`config.mk`:
```
export PLATFORM = sky130hd
export DESIGN_NAME = regfile_write_arbiter
export DESIGN_NICKNAME = d
export VERILOG_FILES = /design/src/rtl/regfile_write_arbiter.sv
export SDC_FILE = /design/constraint.sdc
export NUM_CORES = 1
export LEC_CHECK = 0
export ABC_AREA = 1
export CORE_UTILIZATION = 40
export DETAILED_ROUTE_END_ITERATION = 7
export PLACE_DENSITY = 0.8
export SLEW_MARGIN = 20
export SYNTH_ARGS = -nofsm -noshare
export SYNTH_HDL_FRONTEND = slang
export SYNTH_SLANG_ARGS = --single-unit
```
`constraint.sdc`:
```
create_clock -name clk -period 4.13 [get_ports clk]
set_input_delay 0.413 -clock clk [delete_from_list [all_inputs] [get_ports clk]]
set_output_delay 0.413 -clock clk [all_outputs]
set_load 0.02 [all_outputs]
```
`src/rtl/regfile_write_arbiter.sv`:
```
// Write-port arbiter for the 32x64 register file: picks one writeback requester per cycle,
// decodes its destination to a one-hot enable and registers it. Define WB_ARB_ROUND_ROBIN_EN for round-robin, else fixed priority.
module regfile_write_arbiter #(
    parameter int NREQ     = 2,
    parameter int NREGS    = 32,
    parameter int WIDTH    = 64,
    parameter int ZERO_REG = 31
) (
    input  logic                    clk,
    input  logic                    reset,
    input  logic [NREQ-1:0]         req_valid,
    input  logic [NREQ*5-1:0]       req_addr,
    input  logic [NREQ*WIDTH-1:0]   req_data,
    output logic [NREQ-1:0]         req_ready,
    output logic [NREGS-1:0]        write_enable,
    output logic [WIDTH-1:0]        wr_data,
    output logic [4:0]              wr_addr,
    output logic [15:0]             conflict_count
);

    localparam int IDXW = (NREQ > 1) ? $clog2(NREQ) : 1;

    logic [NREQ-1:0]  grant_oh_s;
    logic             grant_any_s;
    logic [4:0]       sel_addr_s;
    logic [WIDTH-1:0] sel_data_s;
    logic             conflict_s;

    // Zero-register writes still complete the handshake but enable nothing.
    function automatic logic [NREGS-1:0] decode_we(input logic [4:0] addr);
        logic [NREGS-1:0] dec;
        dec = '0;
        for (int i = 0; i < NREGS; i++) begin
            dec[i] = (addr == 5'(i)) && (i != ZERO_REG);
        end
        return dec;
    endfunction

`ifdef WB_ARB_ROUND_ROBIN_EN
    logic [IDXW-1:0] last_grant_r;
    logic [IDXW-1:0] grant_idx_s;

    // Round-robin search starting just above the last granted requester.
    always_comb begin
        int idx;
        idx         = 0;
        grant_oh_s  = '0;
        grant_any_s = 1'b0;
        grant_idx_s = '0;
        sel_addr_s  = '0;
        sel_data_s  = '0;
        for (int k = 0; k < NREQ; k++) begin
            idx = (int'(last_grant_r) + 1 + k) % NREQ;
            if (!grant_any_s && req_valid[idx]) begin
                grant_any_s     = 1'b1;
                grant_oh_s[idx] = 1'b1;
                grant_idx_s     = IDXW'(idx);
                sel_addr_s      = req_addr[idx*5 +: 5];
                sel_data_s      = req_data[idx*WIDTH +: WIDTH];
            end else begin
                grant_any_s = grant_any_s;
            end
        end
    end

    // Pointer moves only when a grant is actually issued.
    always_ff @(posedge clk or posedge reset) begin
        if (reset) begin
            last_grant_r <= IDXW'(NREQ - 1);
        end else if (grant_any_s) begin
            last_grant_r <= grant_idx_s;
        end else begin
            last_grant_r <= last_grant_r;
        end
    end
`else
    // Fixed priority: lowest-index valid requester wins.
    always_comb begin
        grant_oh_s  = '0;
        grant_any_s = 1'b0;
        sel_addr_s  = '0;
        sel_data_s  = '0;
        for (int k = 0; k < NREQ; k++) begin
            if (!grant_any_s && req_valid[k]) begin
                grant_any_s   = 1'b1;
                grant_oh_s[k] = 1'b1;
                sel_addr_s    = req_addr[k*5 +: 5];
                sel_data_s    = req_data[k*WIDTH +: WIDTH];
            end else begin
                grant_any_s = grant_any_s;
            end
        end
    end
`endif

    // Grants are suppressed while reset is held so no transfer can be claimed.
    always_comb begin
        req_ready  = grant_oh_s & {NREQ{~reset}};
        conflict_s = ($countones(req_valid) > 1);
    end

    // Output stage: enable pulses for one cycle per grant, data/addr hold otherwise.
    always_ff @(posedge clk or posedge reset) begin
        if (reset) begin
            write_enable <= '0;
            wr_data      <= '0;
            wr_addr      <= 5'd0;
        end else if (grant_any_s) begin
            write_enable <= decode_we(sel_addr_s);
            wr_data      <= sel_data_s;
            wr_addr      <= sel_addr_s;
        end else begin
            write_enable <= '0;
            wr_data      <= wr_data;
            wr_addr      <= wr_addr;
        end
    end

    // Saturating count of multi-requester cycles.
    always_ff @(posedge clk or posedge reset) begin
        if (reset) begin
            conflict_count <= 16'd0;
        end else if (conflict_s && (conflict_count != 16'hFFFF)) begin
            conflict_count <= conflict_count + 16'd1;
        end else begin
            conflict_count <= conflict_count;
        end
    end

endmodule

```
== After elaboration in Yosys (flattened, before gate mapping) ==
Index checks and enable logic that the tools add are counted.
Word-level totals
  bits in registers: 116
  output and inout port bits: 119
Cells by class
  muxes and demuxes: 8
  reduce and logical (&&, ||, !) cells: 4
  add/subtract/negate cells: 2
  bitwise gates (word level): 2
  eq/ne operators: 31
  magnitude comparators: 1
Operators by type and width (count)
  $mux 64: 2
  $eq 5x5->1 const B: 15
  $eq 5x4->1 const B: 8
  $mux 31: 1
  $eq 5x3->1 const B: 4
  $add 16x1->16 const B: 1
  $ne 16x16->1 const B: 1
  $eq 5x2->1 const B: 2
  $mux 5: 2
  $eq 5x1->1 const B: 1
  $logic_not 5->1: 1
  $mux 1: 3
  $add 1x1->2: 1
  $and 2x2->2: 1
  $gt 2x1->1 const B: 1
  $logic_and 1x1->1: 2
  $logic_not 1->1: 1
  $not 1->1: 1

== Logic depth before layout (Yosys ltp) ==
Gate-level depths: netlist of the first run.
  depth after elaboration: 6
  gate-level depth with buffers: 10
  depth with buffers taken out: 9

== Worst setup path after synthesis of the first run ==
OpenSTA, ideal clock, no wires.
  kind: register to register
  start point: register conflict_count[0]
  end point: register conflict_count[15]
  slack: 2539 ps
  arrival time: 1475 ps
  setup time: 116 ps
  clock period less this slack: 1591 ps
  buffers on the path: 1
  cell stages (with the launch flop): 10
  cells stage by stage: dfrtp_1 > ha_1 > inv_1 > nor2_4 > nand2_4 > nor2_2 > nor2_2 > buf_6 > nand2_1 > nand2_1
Between the ends
  longest elaborated chain between the ends: 2
  elaborated cells between the ends (all ways): 3
  classes of those cells: add/sub (1); eq/ne (1); reduce/logical (1)
Ends and longest elaborated chain
  start: declaration: RTL line 18  | output logic [15:0] conflict_count
  start signal: assignment: RTL line 124  | conflict_count <= conflict_count + 16'd1;
  start signal: assignment: RTL line 126  | conflict_count <= conflict_count;
  branches (longest 2 deep; another with $add 16x1->16)
Parallel ways; which one is timed is not known.
A chain may end at the register's enable or synchronous reset.

== Worst setup path in the final report of the first run ==
  start point: input port req_valid[1]
  end point: output port req_ready[1]
Between the ends
  longest elaborated chain between the ends: 3
Ends and longest elaborated chain
  start: declaration: RTL line 11  | input logic [NREQ-1:0] req_valid,
  $logic_and 1x1->1: RTL line 84  | if (!grant_any_s && req_valid[k]) begin
  $mux 1: RTL line 84
  $and 2x2->2: RTL line 98  | req_ready = grant_oh_s & {NREQ{~reset}};
  end: declaration: RTL line 14  | output logic [NREQ-1:0] req_ready,
No other way between the ends.

==> results of run 1 <==
[registers in the layout, summed over array words and instances (netlist names)]
signal          flops
write_enable       31
wr_addr             5
conflict_count     16
wr_data            64
[kinds of logic after synthesis]
family          after synthesis  share of synthesized area
xor+xnor                      4                   0.006819
other cells                   1                  0.0007298
flops                       116                     0.5649
compound gates                8                    0.01217
simple gates                443                     0.3664
fa+ha+maj                     1                   0.002434
buf+inv                      53                    0.04651
[per-layer routing]
layer / track usage / part of all wire / vias up
li1: - / - / 2459
met1: 0.2648 / 0.39 / 2279
met2: 0.4024 / 0.52 / 176
met3: 0.07960 / 0.068 / 30
met4: 0.1091 / 0.027 / 0
met5: 0 / 0 / -
[final timing paths]
check | end | slack, ps | depth (start not counted)
setup / recovery | req_ready[1] | 1910 | 4
setup reg to reg | conflict_count[7] | 2310 | 8
hold / removal | wr_addr[2] | 490 | 2
hold reg to reg | wr_addr[2] | 490 | 2
max in group asynchronous | write_enable[27] | 2830 | 3
min in group asynchronous | wr_data[2] | 500 | 2
[cells in the final DEF, fill, tap and decap left out, types with 3 or more instances in the layout]
cell type and count:
bufinv_16 3, o21ai_0 3, nand4_1 3, nand3b_1 3
clkinv_2 6, nor2_2 9, inv_1 20, dfrtp_1 116
clkdlybuf4s50_1 258, nor2_1 48, inv_2 5, nand2_2 9
o21ai_2 4, xor2_1 3, nand2_1 290, nand3_1 72
clkbuf_16 17
[per-stage QoR]
stage,hold slack [ps],power (W),instance area [um^2]
after floorplan,532.9,0.001646,5139
after global placement,465.4,0.002036,7871
after detailed placement,470.8,0.002046,7871
after CTS,486.0,0.003502,8451
after global routing,502.1,0.003621,8451
final,485.6,0.003464,8451
[synth_stat cells (2+ instances only)]
cell and instances:
nand2_1 290, dfrtp_1 116, nand3_1 72, nor2_1 49, inv_1 21, buf_2 15
nand2_2 9, nor2_2 9, clkbuf_1 6, inv_2 5, o21ai_2 4, nand3b_1 3
nand4_1 3, o21ai_0 3, xor2_1 3, buf_1 2, buf_6 2, nand2_4 2
[cell type report]
| type | instances | share of cell area |
|---|---|---|
| clock inverter | 11 | 0.01614 |
| timing repair buffer | 263 | 0.3127 |
| tap | 172 | 0.02547 |
| sequential | 116 | 0.3435 |
| multi-input combinational | 457 | 0.2372 |
| inverter | 27 | 0.01259 |
| clock buffer | 19 | 0.05241 |
[tightest hold or removal path, delay by kind of cell, from the launching register on]
family           cells  cell delay, ps
and+or+nand+nor      2             110
DFF                  1             340
[power by group]
part	internal, W	switching [W]
clock network	0.000949	0.000491
logic	0.000355	0.000355
registers	0.00123	0.0000799
total	0.00254	0.000926
==> results.yml, run 1 <==
final_layout:
  multiInputGateArea_um2: 2004
  layout.cells.non_filler: 1065
  fillers: 990
  finish.utilization: 0.6724
  finalNetCount: 1025
  seq_area_um2: 2903
  area.growth.synth_to_final_pct: 64.45
  antennaDiodeCount: 0
  drive_above_1_share: 0.07951
yosys:
  synth_edf_count: 0
  yosysTopAreaCellShare: 0.5649
  synth_warnings: 0
  synth_fp_nets: 769
  synthTopCellsByArea: "dfrtp_1 (56%), nand2_1 (21%), nand3_1 (7.0%)"
  async_reset_ff_frac: 1.000
  synth_area_leader_cell: "dfrtp_1"
  syn_avg_cell_area_um2: 8.209
  synth_cells: 626
  synth_area_um2: 5139
  ys_seq_area_frac: 0.5649
  synthFlopType: "dfrtp_1"
  ys_seq_elements: 116
  yosysUniqueCellTypes: 30
status:
  status: "finished, final reports clean"
timing:
  worst_pin_slew_ps: 794.7
  hold_violations: 0
  fmax_mhz: 450.6
  finalCriticalPeriod_ps: 2219
  rsz0062_at_grt: "false"
  skew_ps: 3.466
  maxSlewViolCount: 0
  final-setup-viol-count: 0
  timing.slew.headroom: 0.4689
  finalCritPeriodShare: 0.5374
  fin_tns_setup_ps: 0
  fin_ws_ps: 1911
place:
  io_buffers: 259
  place_inst: 1035
  place_ws_ps: 1735
  hpwl_mm: 10.79
  gp_congestion: 0.8075
setup_path:
  cp-startpoint: "req_valid[1]"
  critPathTopFamily: "buffers and inverters"
  cpMostUsedCell: "clkdlybuf4s50_1"
  slowest_delay_ps: 600
  crit_slowest_cell: "clkdlybuf4s50_1"
  worstPathRequired_ps: 3720
  r2r-start: "conflict_count[0]"
  cp-end-kind: "output pin"
  cp_max_fo: 3
  cp-start-kind: "primary input"
  crit_type: "primary input to output pin"
  critPathArrivalTime_ps: 1810
  path_cells: "clkdlybuf4s50_1 > nand2_4 > nor2_1 > clkdlybuf4s50_1"
  cp.buffers_inverters: 2
floorplan:
  die_height_um: 115.3
  fp-row-count: 41
  core_area_um2: 12570
  io_pins: 261
  dieWidth_um: 115.3
  dieArea_um2: 13300
  start_util: 0.4089
cts:
  cts.hold.buffers_added: 0
  cts_buffers: 17
  clk_latency_ps: 400
  clk_pin_slew_worst_paths_ps: 50
  clock-sinks: 116
  h-tree-depth: 4
  post_cts_buffers: 0
  cts_tree: "done"
  root_buffer: "clkbuf_16"
  cts_resized: 0
  clockBufferDepth: 2
hold_path:
  hold_start: "wr_addr[2]"
  min_path_type: "register to register"
power_and_ir_drop:
  ir_drop_mv: 0.2492
  p_per_area_nw_per_um2: 409.9
  p_leak_nw: 3.899
drt:
  final_antenna_net_count: 0
  wl_per_cell_um: 13.99
  dr.first_iter.drc_count: 272
  route.detailed.drc: 0
  vias_per_cell: 4.642
  dr.pass1.iters: 4
  vias: 4944
  wirelength_mm: 14.90
run:
  max_cap_viol_count: 0
global_route:
  gr-total-overflow: 0
  grt_first_pass_wirelength_mm: 23.66
  grt_pass1_vias: 4852
  grt_antenna_before_repair: 0
  grt_usage: 0.2354
  grt_max_degree: 66
(Power assumes the default switching activity.)
==> run 2: changes to the inputs <==
- clock period: 4.13 -> 2.1 ns (I/O delays scaled with it)
==> run 2 against run 1 <==
Clock-buffer cell count rose by 3. Wire length rose by 1.1%. Register-to-register slack lost 2000 ps. Clock skew about the same. Sequential share of layout area shrank 0.33 points. Sequential power up 97%. Highest routed layer unchanged. Global-route usage rose by 0.62 points. Critical endpoint is now conflict_count[0].
==> results.yml, run 2 (same netlist as run 1, synthesis figures left out) <==
drt:
  dr.pass1.iters: 4
  final_antenna_net_count: 0
  route.detailed.drc: 0
  vias: 4966
  vias_per_cell: 4.632
  wirelength_mm: 15.07
  wl_per_cell_um: 14.06
  dr.first_iter.drc_count: 337
setup_path:
  path_cells: "ha_1 > inv_1 > nor2_4 > nand2_4 > nor2_2 > nor2_2 > nand2_1 > nand2_1"
  cp-end-kind: "register"
  slowest_delay_ps: 480
  cp_max_fo: 13
  reg2reg_depth: 8
  critPathArrivalTime_ps: 2180
  crit_type: "register to register"
  crit_slowest_cell: "nor2_2"
  r2r-end: "conflict_count[0]"
  worstPathRequired_ps: 2440
  cp-start-kind: "register"
  r2r-start: "conflict_count[0]"
  rrSetupSlack_ps: 260
timing:
  fmax_mhz: 544.1
  final-setup-viol-count: 0
  hold_violations: 0
  fin_tns_setup_ps: 0
  finalCriticalPeriod_ps: 1838
  maxSlewViolCount: 0
  skew_ps: 3.149
  finalCritPeriodShare: 0.8752
  worst_pin_slew_ps: 630.5
  rsz0062_at_grt: "false"
  timing.slew.headroom: 0.5792
global_route:
  grt_max_degree: 61
  grt_usage: 0.2416
  grt_antenna_before_repair: 0
  grt_pass1_vias: 4804
  gr-total-overflow: 0
  grt_first_pass_wirelength_mm: 24.21
floorplan:
  start_util: 0.4089
  dieWidth_um: 115.3
  fp-row-count: 41
  dieArea_um2: 13300
  io_pins: 261
  core_area_um2: 12570
  die_height_um: 115.3
power_and_ir_drop:
  ir_drop_mv: 0.4631
  p_total_w: 0.006993
  p_per_area_nw_per_um2: 819.6
  p_leak_nw: 3.930
cts:
  cts_tree: "done"
  cts.hold.buffers_added: 0
  root_buffer: "clkbuf_16"
  clk_pin_slew_worst_paths_ps: 50
  clk_latency_ps: 410
  h-tree-depth: 4
  cts_buffers: 17
  cts_resized: 0
  clockBufferDepth: 2
  post_cts_buffers: 0
  clock-sinks: 116
place:
  gp_congestion: 0.8486
  io_buffers: 259
  hpwl_mm: 10.94
  placed_area_um2: 7923
  place_inst: 1040
final_layout:
  largest-register: "wr_data"
  area.growth.synth_to_final_pct: 66.03
  layout.cells.non_filler: 1072
  antennaDiodeCount: 0
  top_regs: "wr_data: 64 flops, write_enable: 31 flops, conflict_count: 16 flops"
  finish.utilization: 0.6788
  final_common_cell: "nand2_1"
  fillers: 1001
  drive_above_1_share: 0.08333
  final_cell_mix: "nand2_1 (290), clkdlybuf4s50_1 (258), dfrtp_1 (116), nand3_1 (72), nor2_1 (48)"
  finalNetCount: 1030
  design_area_um2: 8532
  largest_register_ffs: 64
status:
  status: "finished, final reports clean"
hold_path:
  min_path_type: "primary input to async pin"
run:
  max_cap_viol_count: 0
[run 2: changes by cell type in the layout (fill, tap and decap cells not counted)]
cell and delta:
inv_4 -1, buf_12 +1, clkinv_2 -2, clkinvlp_4 +2, clkinv_4 -1, buf_4 +4
clkbuf_1 +3, bufinv_16 +1
[run 2: area by class of cell]
class	count	area [um^2]	area share
Timing Repair Buffer	268	2693	0.3156
Clock buffer	22	454.2	0.05323
Multi-Input combinational cell	457	2004	0.2349
Clock inverter	10	155.1	0.01818
Inverter	27	107.6	0.01261
Sequential cell	116	2903	0.3402
Tap cell	172	215.2	0.02522
[run 2: power by group]
part           internal, W  switching (W)
Clock              0.00201       0.000988
Combinational     0.000707       0.000713
Sequential         0.00243       0.000154
Total              0.00514        0.00186
[run 2: stage by stage]
step	hold slack, ps	setup slack [ps]
global placement	469.9	232.7
detailed placement	475.2	176.0
finish	325.4	262.1
global route	338.2	99.00
CTS	309.5	240.2
floorplan	329.9	476.6
[run 2: critical path, delay by kind of cell, from the launching register on]
family                   cells  cell delay (ps)
adder cells (fa/ha/maj)      1              270
AND/OR/NAND/NOR              6              910
buffers and inverters        1              120
flip-flops                   1              470
[run 2: metal layers]
metal  vias to the layer above  global-route usage  wire, um
li1                       2465                   -         -
met3                        29             0.08224      1047
met1                      2293              0.2895      6019
met2                       179              0.3924      7597
met4                         0              0.1108       405
met5                         -                   0         0
[run 2: how the worst max path moves through the flow]
stage                      startpoint                end  slack (ps)  cells after the start
finish              conflict_count[0]  conflict_count[0]         260                      8
global route        conflict_count[0]  conflict_count[3]         100                      8
CTS                 conflict_count[0]  conflict_count[0]         240                      8
detailed placement       req_valid[1]    write_enable[2]         180                      9
global placement         req_valid[1]       req_ready[1]         230                      4
floorplan                       reset  conflict_count[0]         480                      1
==> run 3: changes to the inputs <==
- CTS_CLUSTER_SIZE: default -> 14
==> results of run 3 <==
The final DEF is identical to that of run 2; final timing and power are the same.
